<file path="config.mk">
export PLATFORM = sky130hd
export DESIGN_NAME = pipe_skid_reg
export DESIGN_NICKNAME = d
export VERILOG_FILES = /design/src/rtl/pipe_skid_reg.sv
export SDC_FILE = /design/constraint.sdc
export NUM_CORES = 1
export LEC_CHECK = 0
export CAP_MARGIN = 10
export CORE_MARGIN = 8
export CORE_UTILIZATION = 38
export CTS_CLUSTER_SIZE = 24
export DETAILED_ROUTE_END_ITERATION = 10
export PLACE_DENSITY = 0.68
export SYNTH_ARGS = -nofsm -noshare
export SYNTH_HDL_FRONTEND = slang
export SYNTH_SLANG_ARGS = --single-unit
export TNS_END_PERCENT = 50
</file>
<file path="constraint.sdc">
create_clock -name clk -period 3.5 [get_ports clk]
set_input_delay 0.35 -clock clk [delete_from_list [all_inputs] [get_ports clk]]
set_output_delay 0.35 -clock clk [all_outputs]
set_load 0.02 [all_outputs]
</file>
<file path="src/rtl/pipe_skid_reg.sv">
// Valid/ready pipeline stage register with a two-entry skid buffer so in_ready is registered.
// Optional stall counter output when PIPE_SKID_STATS_EN is defined.
module pipe_skid_reg #(
  parameter int WIDTH = 32
) (
  input  logic             clk,
  input  logic             rst,
  input  logic             in_valid,
  output logic             in_ready,
  input  logic [WIDTH-1:0] in,
  input  logic             flush,
  output logic             out_valid,
  input  logic             out_ready,
  output logic [WIDTH-1:0] pipelined_out
`ifdef PIPE_SKID_STATS_EN
  ,
  output logic [31:0]      stall_cnt
`endif
);

  typedef enum logic [1:0] {
    S_EMPTY = 2'd0,
    S_ONE   = 2'd1,
    S_TWO   = 2'd2
  } state_e;

  state_e           state_q, state_d;
  logic [WIDTH-1:0] main_q, skid_q, main_d;
  logic             main_ld, skid_ld, main_from_skid;
  logic             accept, pop;

  // Handshakes depend only on registered state, never combinationally on out_ready -> in_ready.
  assign in_ready      = (state_q != S_TWO);
  assign out_valid     = (state_q != S_EMPTY);
  assign pipelined_out = main_q;
  assign accept        = in_valid & in_ready;
  assign pop           = out_valid & out_ready;

  always_comb begin
    state_d        = state_q;
    main_ld        = 1'b0;
    skid_ld        = 1'b0;
    main_from_skid = 1'b0;
    unique case (state_q)
      S_EMPTY: begin
        if (accept) begin
          state_d = S_ONE;
          main_ld = 1'b1;
        end
      end
      S_ONE: begin
        if (accept && !pop) begin
          state_d = S_TWO;
          skid_ld = 1'b1;
        end else if (accept && pop) begin
          main_ld = 1'b1;
        end else if (pop) begin
          state_d = S_EMPTY;
        end
      end
      S_TWO: begin
        if (pop) begin
          state_d        = S_ONE;
          main_ld        = 1'b1;
          main_from_skid = 1'b1;
        end
      end
      default: state_d = S_EMPTY;
    endcase
    // A squash discards everything held plus any same-cycle accept; data regs are left untouched.
    if (flush) begin
      state_d = S_EMPTY;
      main_ld = 1'b0;
      skid_ld = 1'b0;
    end
    main_d = main_from_skid ? skid_q : in;
  end

  always_ff @(posedge clk) begin
    if (rst) begin
      state_q <= S_EMPTY;
      main_q  <= '0;
      skid_q  <= '0;
    end else begin
      state_q <= state_d;
      if (main_ld) main_q <= main_d;
      if (skid_ld) skid_q <= in;
    end
  end

`ifdef PIPE_SKID_STATS_EN
  function automatic logic [31:0] sat_inc(input logic [31:0] v);
    return (v == 32'hFFFF_FFFF) ? v : v + 32'd1;
  endfunction

  logic [31:0] stall_q;

  // Counts cycles where downstream is holding off a valid word; survives flush.
  always_ff @(posedge clk) begin
    if (rst) begin
      stall_q <= '0;
    end else if (out_valid && !out_ready) begin
      stall_q <= sat_inc(stall_q);
    end
  end

  assign stall_cnt = stall_q;
`endif

endmodule
</file>
==> metrics.cfg, run 1 <==
[yosys]
syn_nets = 351
yosys_warnings = 0
synth_cell_type_count = 27
synth.yosys.seq_area_share_pct = 42.6
synthesis.area_um2 = 3100
netlist.area_leader.share_pct = 42.6
synth_top_cells_by_area = dfxtp_1 43%, a211oi_2 12%, mux2i_1 10%
synth_cells = 314
dominant_cell_type_by_area_after_synthesis = dfxtp_1
synth.ff_latch_count = 66
postSynthAreaPerCell_um2 = 9.88

[pwr]
leakagePower_nw = 1.50
power.net_switching_mw = 0.490
finalPower_mw = 1.85
clkPwrFrac_pct = 38.3
internal-power_mw = 1.36
p_comb_share_pct = 17.8
switching_share_pct = 26.5
sequentialPowerShare_pct = 43.9
power.ir.vdd_worst_mv = 0.197
power-per-cell-area_nw_per_um2 = 460

[cts]
post_cts_buffers = 0
cts_made_buffers = 9
cts.root.buffer_cell = clkbuf_8
clk_transition_reported_paths_ns = 0.06
cts.repair.resized = 0
cts_tree = built
clock_sinks = 66
maximum_root_to_sink_buffer_count = 2
holdBufCountCts = 0
clock_insertion_delay_worst_skew_ns = 0.33
cts_max_level = 3

[floorplan]
die_area_um2 = 11300
core-area_um2 = 8050
starting_density_pct = 38.5
number_of_rows_created_at_floorplan = 33
fp.dieH_um = 106
ioPinCount = 71
die_x_um = 106

[timing]
final_hold_violation_count = 0
drv_slew = 0
setup-tns-final_ns = 0
worst_pin_slew_ns = 1.08
unrepaired_setup_endpoints_after_global_routing = false
clock.fmax_mhz = 442
worst_slew_margin_rel_pct = 27.8
timing.final.crit_period_ns = 2.26
finalSetupViolations = 0
period_share_pct = 64.6
skew_ns = 0.00911

[grt]
grt_antenna_before_repair = 0
grt_start_max_net_pins = 42
groute.usage.overall_pct = 15.4
grt_pass1_wl_um = 14300
grt.overflow.total = 0
via_count_of_the_first_global_routing_pass = 2798

[route]
vias_per_cell = 5.62
drt-total-wl_um = 8780
dr.pass1.iters = 4
vias = 2662
route.detailed.wl_per_inst_um = 18.5
final_antenna_net_count = 0
drt-initial-drc-count = 145
drcViolationCount = 0

[cells_and_area]
layout.area.seq_um2 = 1320
design.final.nets = 401
final_core_util_pct = 49.9
area_of_combinational_cells_with_multiple_inputs_um2 = 1590
final_layout_size_suffix_gt1_share_pct = 16.0
fillCellCount = 761
antenna-diode-count = 0
syn2layout_area_growth_pct = 29.5

[critical_path]
kind_of_capture_point_of_the_worst_setup_path = register
crit_path_start = flush
path_class = input port to register
critPathMaxFanout = 36
r2r-start = state_q[0]
setup.worst_path.start_class = input port
data_arrival_critical_path_ns = 2.45
critical_path_required_ns = 3.69
depth_of_the_worst_register_to_register_path = 4

[flow_run]
cap_violations = 0

[hold_path]
hold_path.class = register to register
hp-start = skid_q[3]
worstHoldPathCells = 2

[placed_design]
buffer_ports.inserted = 70
dp_hpwl_um = 5620
place.gp.congestion = 0.796

[outcome]
status = complete, no violations

## worst max-delay path, cell delays in order
cell,delay [ns]
clkdlybuf4s50_1,0.45
buf_4,0.26
and4bb_1,0.72
a21o_4,0.51
a211oi_2,0.14
## registers in the layout, indices dropped and copies added (netlist names)
name           cells
skid_q            32
state_q            2
pipelined_out     32
## final timing paths
path,slack (ns),to
worst max-delay path,1.24,pipelined_out[27]
worst max register to register,1.29,pipelined_out[27]
worst min-delay path,0.48,skid_q[3]
worst min register to register,0.48,skid_q[3]
## area by class of cell
cell class	instances	area share (%)
Tap cell	105	3.27
Inverter	1	0.0934
Clock inverter	5	1.93
Sequential cell	66	32.9
Timing Repair Buffer	78	18.8
Clock buffer	11	3.52
Multi-Input combinational cell	208	39.5
## cells in the mapped netlist
master and count:
dfxtp_1 66, a211oi_1 35, a21oi_1 32, mux2i_1 32, nand3_1 32, a211oi_2 30
o21ai_0 27, clkbuf_1 20, buf_2 9, buf_4 5, o21ai_1 5, buf_6 4
nand2b_1 2, nand3b_1 2, a2111oi_0 1, a21o_1 1, a21o_4 1, and4bb_1 1
buf_1 1, inv_1 1, mux2_4 1, nand2_1 1, nand4bb_1 1, nor2_2 1
nor4bb_1 1, or2_2 1, or3b_1 1
## cell usage in the layout (no fill, tap or decap), types with 5 or more instances in the layout
cell type         n
clkdlybuf4s50_1  69
dfxtp_1          66
a211oi_1         35
mux2i_1          32
nand3_1          32
a21oi_1          32
a211oi_2         30
o21ai_0          27
clkbuf_8         10
buf_4             8
o21ai_1           5
## logic make-up (layout without fill, tap and decap cells)
logic type / after synthesis / count (layout) / synth area share, %
compound gates: 132 / 132 / 31.9
simple gates: 43 / 43 / 7.94
buf+inv: 40 / 95 / 6.77
flops: 66 / 66 / 42.6
mux: 33 / 33 / 10.8
## power by group through the flow
stage / combinational, mW / clock, mW / sequential [mW]
after floorplan: 0.150 / 0 / 0.862
after global placement: 0.326 / 0 / 0.828
after detailed placement: 0.330 / 0 / 0.828
after CTS: 0.331 / 0.716 / 0.812
after global routing: 0.350 / 0.745 / 0.815
final: 0.328 / 0.707 / 0.812
## routing by layer
metal	routed length, um	GRT usage (%)
met1	4120	20.5
met2	4060	23.7
met3	506	3.57
met4	96	5.83
met5	0	0
## through the flow
| stage | worst slack, ns | std cells | area (um2) | hold WS, ns |
|---|---|---|---|---|
| after floorplan | 2.07 | 314 | 3100 | 0.433 |
| after detailed placement | 0.883 | 458 | 3800 | 0.468 |
| after CTS | 1.23 | 474 | 4020 | 0.477 |
| after global routing | 1.09 | 474 | 4020 | 0.499 |
| after global placement | 0.932 | 458 | 3800 | 0.459 |
| final | 1.24 | 474 | 4020 | 0.476 |
Power figures use the tool's default switching activity.
==> run 2: changes to the inputs <==
--- a/config.mk
+++ b/config.mk
@@ -10,7 +10,7 @@
 export CORE_UTILIZATION = 38
 export CTS_CLUSTER_SIZE = 24
 export DETAILED_ROUTE_END_ITERATION = 10
-export PLACE_DENSITY = 0.68
+export PLACE_DENSITY = 0.71
 export SYNTH_ARGS = -nofsm -noshare
 export SYNTH_HDL_FRONTEND = slang
 export SYNTH_SLANG_ARGS = --single-unit
==> constraint.sdc (replaced) <==
create_clock -name clk -period 2 [get_ports clk]
set_input_delay 0.2 -clock clk [delete_from_list [all_inputs] [get_ports clk]]
set_output_delay 0.2 -clock clk [all_outputs]
set_load 0.02 [all_outputs]
==> metrics.cfg, run 2 (synthesis results as in run 1) <==
[cells_and_area]
layout_commonest_cell = clkdlybuf4s50_1  ; unchanged
antenna-diode-count = 0  ; unchanged
final_core_util_pct = 50.5  ; was 49.9%
mostFrequentLayoutCells = 69 x clkdlybuf4s50_1, 66 x dfxtp_1, 35 x a211oi_1  ; unchanged
syn2layout_area_growth_pct = 31.0  ; was 29.5%
final_layout_size_suffix_gt1_share_pct = 17.6  ; was 16.0%
final_design_area_no_fill_um2 = 4070  ; was 4020 um2
design.final.nets = 412  ; was 401
fillCellCount = 747  ; was 761

[route]
vias_per_cell = 5.60  ; was 5.62
drt-total-wl_um = 8740  ; was 8780 um
drt-initial-drc-count = 168  ; was 145
dr.pass1.iters = 4  ; unchanged
vias = 2692  ; was 2662
drcViolationCount = 0  ; unchanged
route.detailed.wl_per_inst_um = 18.2  ; was 18.5 um
final_antenna_net_count = 0  ; unchanged

[cts]
clock_insertion_delay_worst_skew_ns = 0.34  ; was 0.33 ns
cts.repair.resized = 0  ; unchanged
cts.root.buffer_cell = clkbuf_8  ; unchanged
cts_made_buffers = 9  ; unchanged
cts_max_level = 3  ; unchanged
holdBufCountCts = 0  ; unchanged
clock_sinks = 66  ; unchanged
cts_tree = built  ; unchanged
clk_transition_reported_paths_ns = 0.06  ; about the same
maximum_root_to_sink_buffer_count = 2  ; unchanged
post_cts_buffers = 0  ; unchanged

[flow_run]
cap_violations = 0  ; unchanged

[critical_path]
rrSetupSlack_ns = 0.25  ; was 1.29 ns
setup.worst_path.start_class = register  ; was input port
critical_path_required_ns = 1.80  ; was 3.69 ns
data_arrival_critical_path_ns = 1.64  ; was 2.45 ns
kind_of_capture_point_of_the_worst_setup_path = primary output  ; was register
crit_path_start = state_q[1]  ; was flush
path_class = register to primary output  ; was input port to register
depth_of_the_worst_register_to_register_path = 3  ; was 4
r2r-start = state_q[0]  ; unchanged
crit_path_end = out_valid  ; was pipelined_out[27]
r2r-end = pipelined_out[12]  ; was pipelined_out[27]
critPathMaxFanout = 9  ; was 36

[timing]
setup_ws_ns = 0.159  ; was 1.24 ns
finalSetupViolations = 0  ; unchanged
final_hold_violation_count = 0  ; unchanged
skew_ns = 0.00523  ; was 0.00911 ns
period_share_pct = 92.0
clock.fmax_mhz = 543
worst_slew_margin_rel_pct = 60.1  ; was 27.8%
timing.final.crit_period_ns = 1.84
holdWs_ns = 0.251  ; was 0.476 ns
unrepaired_setup_endpoints_after_global_routing = false  ; unchanged
drv_slew = 0  ; unchanged
worst_pin_slew_ns = 0.598  ; was 1.08 ns

[placed_design]
dp_hpwl_um = 5990  ; was 5620 um
place.gp.congestion = 0.778  ; was 0.796
pre_cts_ws_ns = -0.0465  ; was 0.883 ns
placed_cell_area_um2 = 3920  ; was 3800 um2
buffer_ports.inserted = 70  ; unchanged

[floorplan]
fp.dieH_um = 106  ; unchanged
die_x_um = 106  ; unchanged
number_of_rows_created_at_floorplan = 33  ; unchanged
ioPinCount = 71  ; unchanged
starting_density_pct = 38.5  ; unchanged
die_area_um2 = 11300  ; unchanged
core-area_um2 = 8050  ; unchanged

[pwr]
internal-power_mw = 2.12  ; was 1.36 mW
p_comb_share_pct = 20.4  ; was 17.8%
switching_share_pct = 27.8  ; was 26.5%
power-per-cell-area_nw_per_um2 = 721  ; was 460 nW/um2
sequentialPowerShare_pct = 48.5  ; was 43.9%
power.net_switching_mw = 0.814  ; was 0.490 mW
power.ir.vdd_worst_mv = 0.306  ; was 0.197 mV
leakagePower_nw = 1.54  ; was 1.50 nW
clkPwrFrac_pct = 31.1  ; was 38.3%

[outcome]
status = complete, no violations  ; unchanged

[grt]
via_count_of_the_first_global_routing_pass = 2774  ; was 2798
grt_pass1_wl_um = 14300  ; about the same
grt.overflow.total = 0  ; unchanged
groute.usage.overall_pct = 15.7  ; was 15.4%
grt_antenna_before_repair = 0  ; unchanged
grt_start_max_net_pins = 37  ; was 42

[hold_path]
hold_path.class = input port to register  ; was register to register
worstHoldPathCells = 2  ; unchanged

## run 2: cell count changes in the layout (fill, tap and decap cells not counted)
cell	change
buf_12	+3
bufinv_16	-2
clkinvlp_4	-1
buf_4	+8
clkinv_2	-1
## run 2: per-stage QoR
stage | TNS [ns] | std cells | power, mW
2_1_floorplan | 0 | 314 | 1.77
3_3_place_gp | 0 | 469 | 2.04
3_5_place_dp | -0.721 | 469 | 2.05
4_1_cts | 0 | 481 | 2.95
5_1_grt | 0 | 481 | 3.05
6_report | 0 | 481 | 2.93
## run 2: metal layers
layer,up-vias,track usage (%),share of wire [%]
li1,1304,-,-
met3,13,4.84,7.0
met5,-,0,0
met2,92,24.9,47
met1,1283,19.2,44
met4,0,6.63,1.6
## run 2: final cells by class
type | instances | area (um2) | area share, %
Clock buffer | 11 | 141 | 3.48
Clock inverter | 1 | 5.00 | 0.123
Inverter | 1 | 3.75 | 0.0923
Multi-Input combinational cell | 208 | 1590 | 39.0
Sequential cell | 66 | 1320 | 32.5
Tap cell | 105 | 131 | 3.23
Timing Repair Buffer | 89 | 876 | 21.5
## run 2: how the worst min path moves through the flow
stage,startpoint,end,slack [ns]
CTS,rst,skid_q[16],0.23
finish,rst,skid_q[14],0.25
global placement,skid_q[19],skid_q[19],0.46
detailed placement,skid_q[13],skid_q[13],0.47
global route,rst,skid_q[12],0.25
floorplan,out_ready,state_q[1],0.28
## run 2: worst max-delay path: stages (launching register included)
cell,delay (ns)
dfxtp_1,0.52
or2_2,0.19
clkdlybuf4s50_1,0.60
## run 2: power groups by stage
| stage | sequential, mW | combinational, mW | clock [mW] |
|---|---|---|---|
| 2_1_floorplan | 1.51 | 0.263 | 0 |
| 3_3_place_gp | 1.45 | 0.589 | 0 |
| 3_5_place_dp | 1.45 | 0.599 | 0 |
| 4_1_cts | 1.42 | 0.601 | 0.930 |
| 5_1_grt | 1.43 | 0.637 | 0.987 |
| 6_report | 1.42 | 0.598 | 0.911 |
==> run 3: changes to the inputs <==
--- a/config.mk
+++ b/config.mk
@@ -11,6 +11,7 @@
 export CTS_CLUSTER_SIZE = 24
 export DETAILED_ROUTE_END_ITERATION = 10
 export PLACE_DENSITY = 0.71
+export SLEW_MARGIN = 5
 export SYNTH_ARGS = -nofsm -noshare
 export SYNTH_HDL_FRONTEND = slang
 export SYNTH_SLANG_ARGS = --single-unit
==> results of run 3 <==
Same layout as run 2: the final DEF is identical, and so are final timing and power.
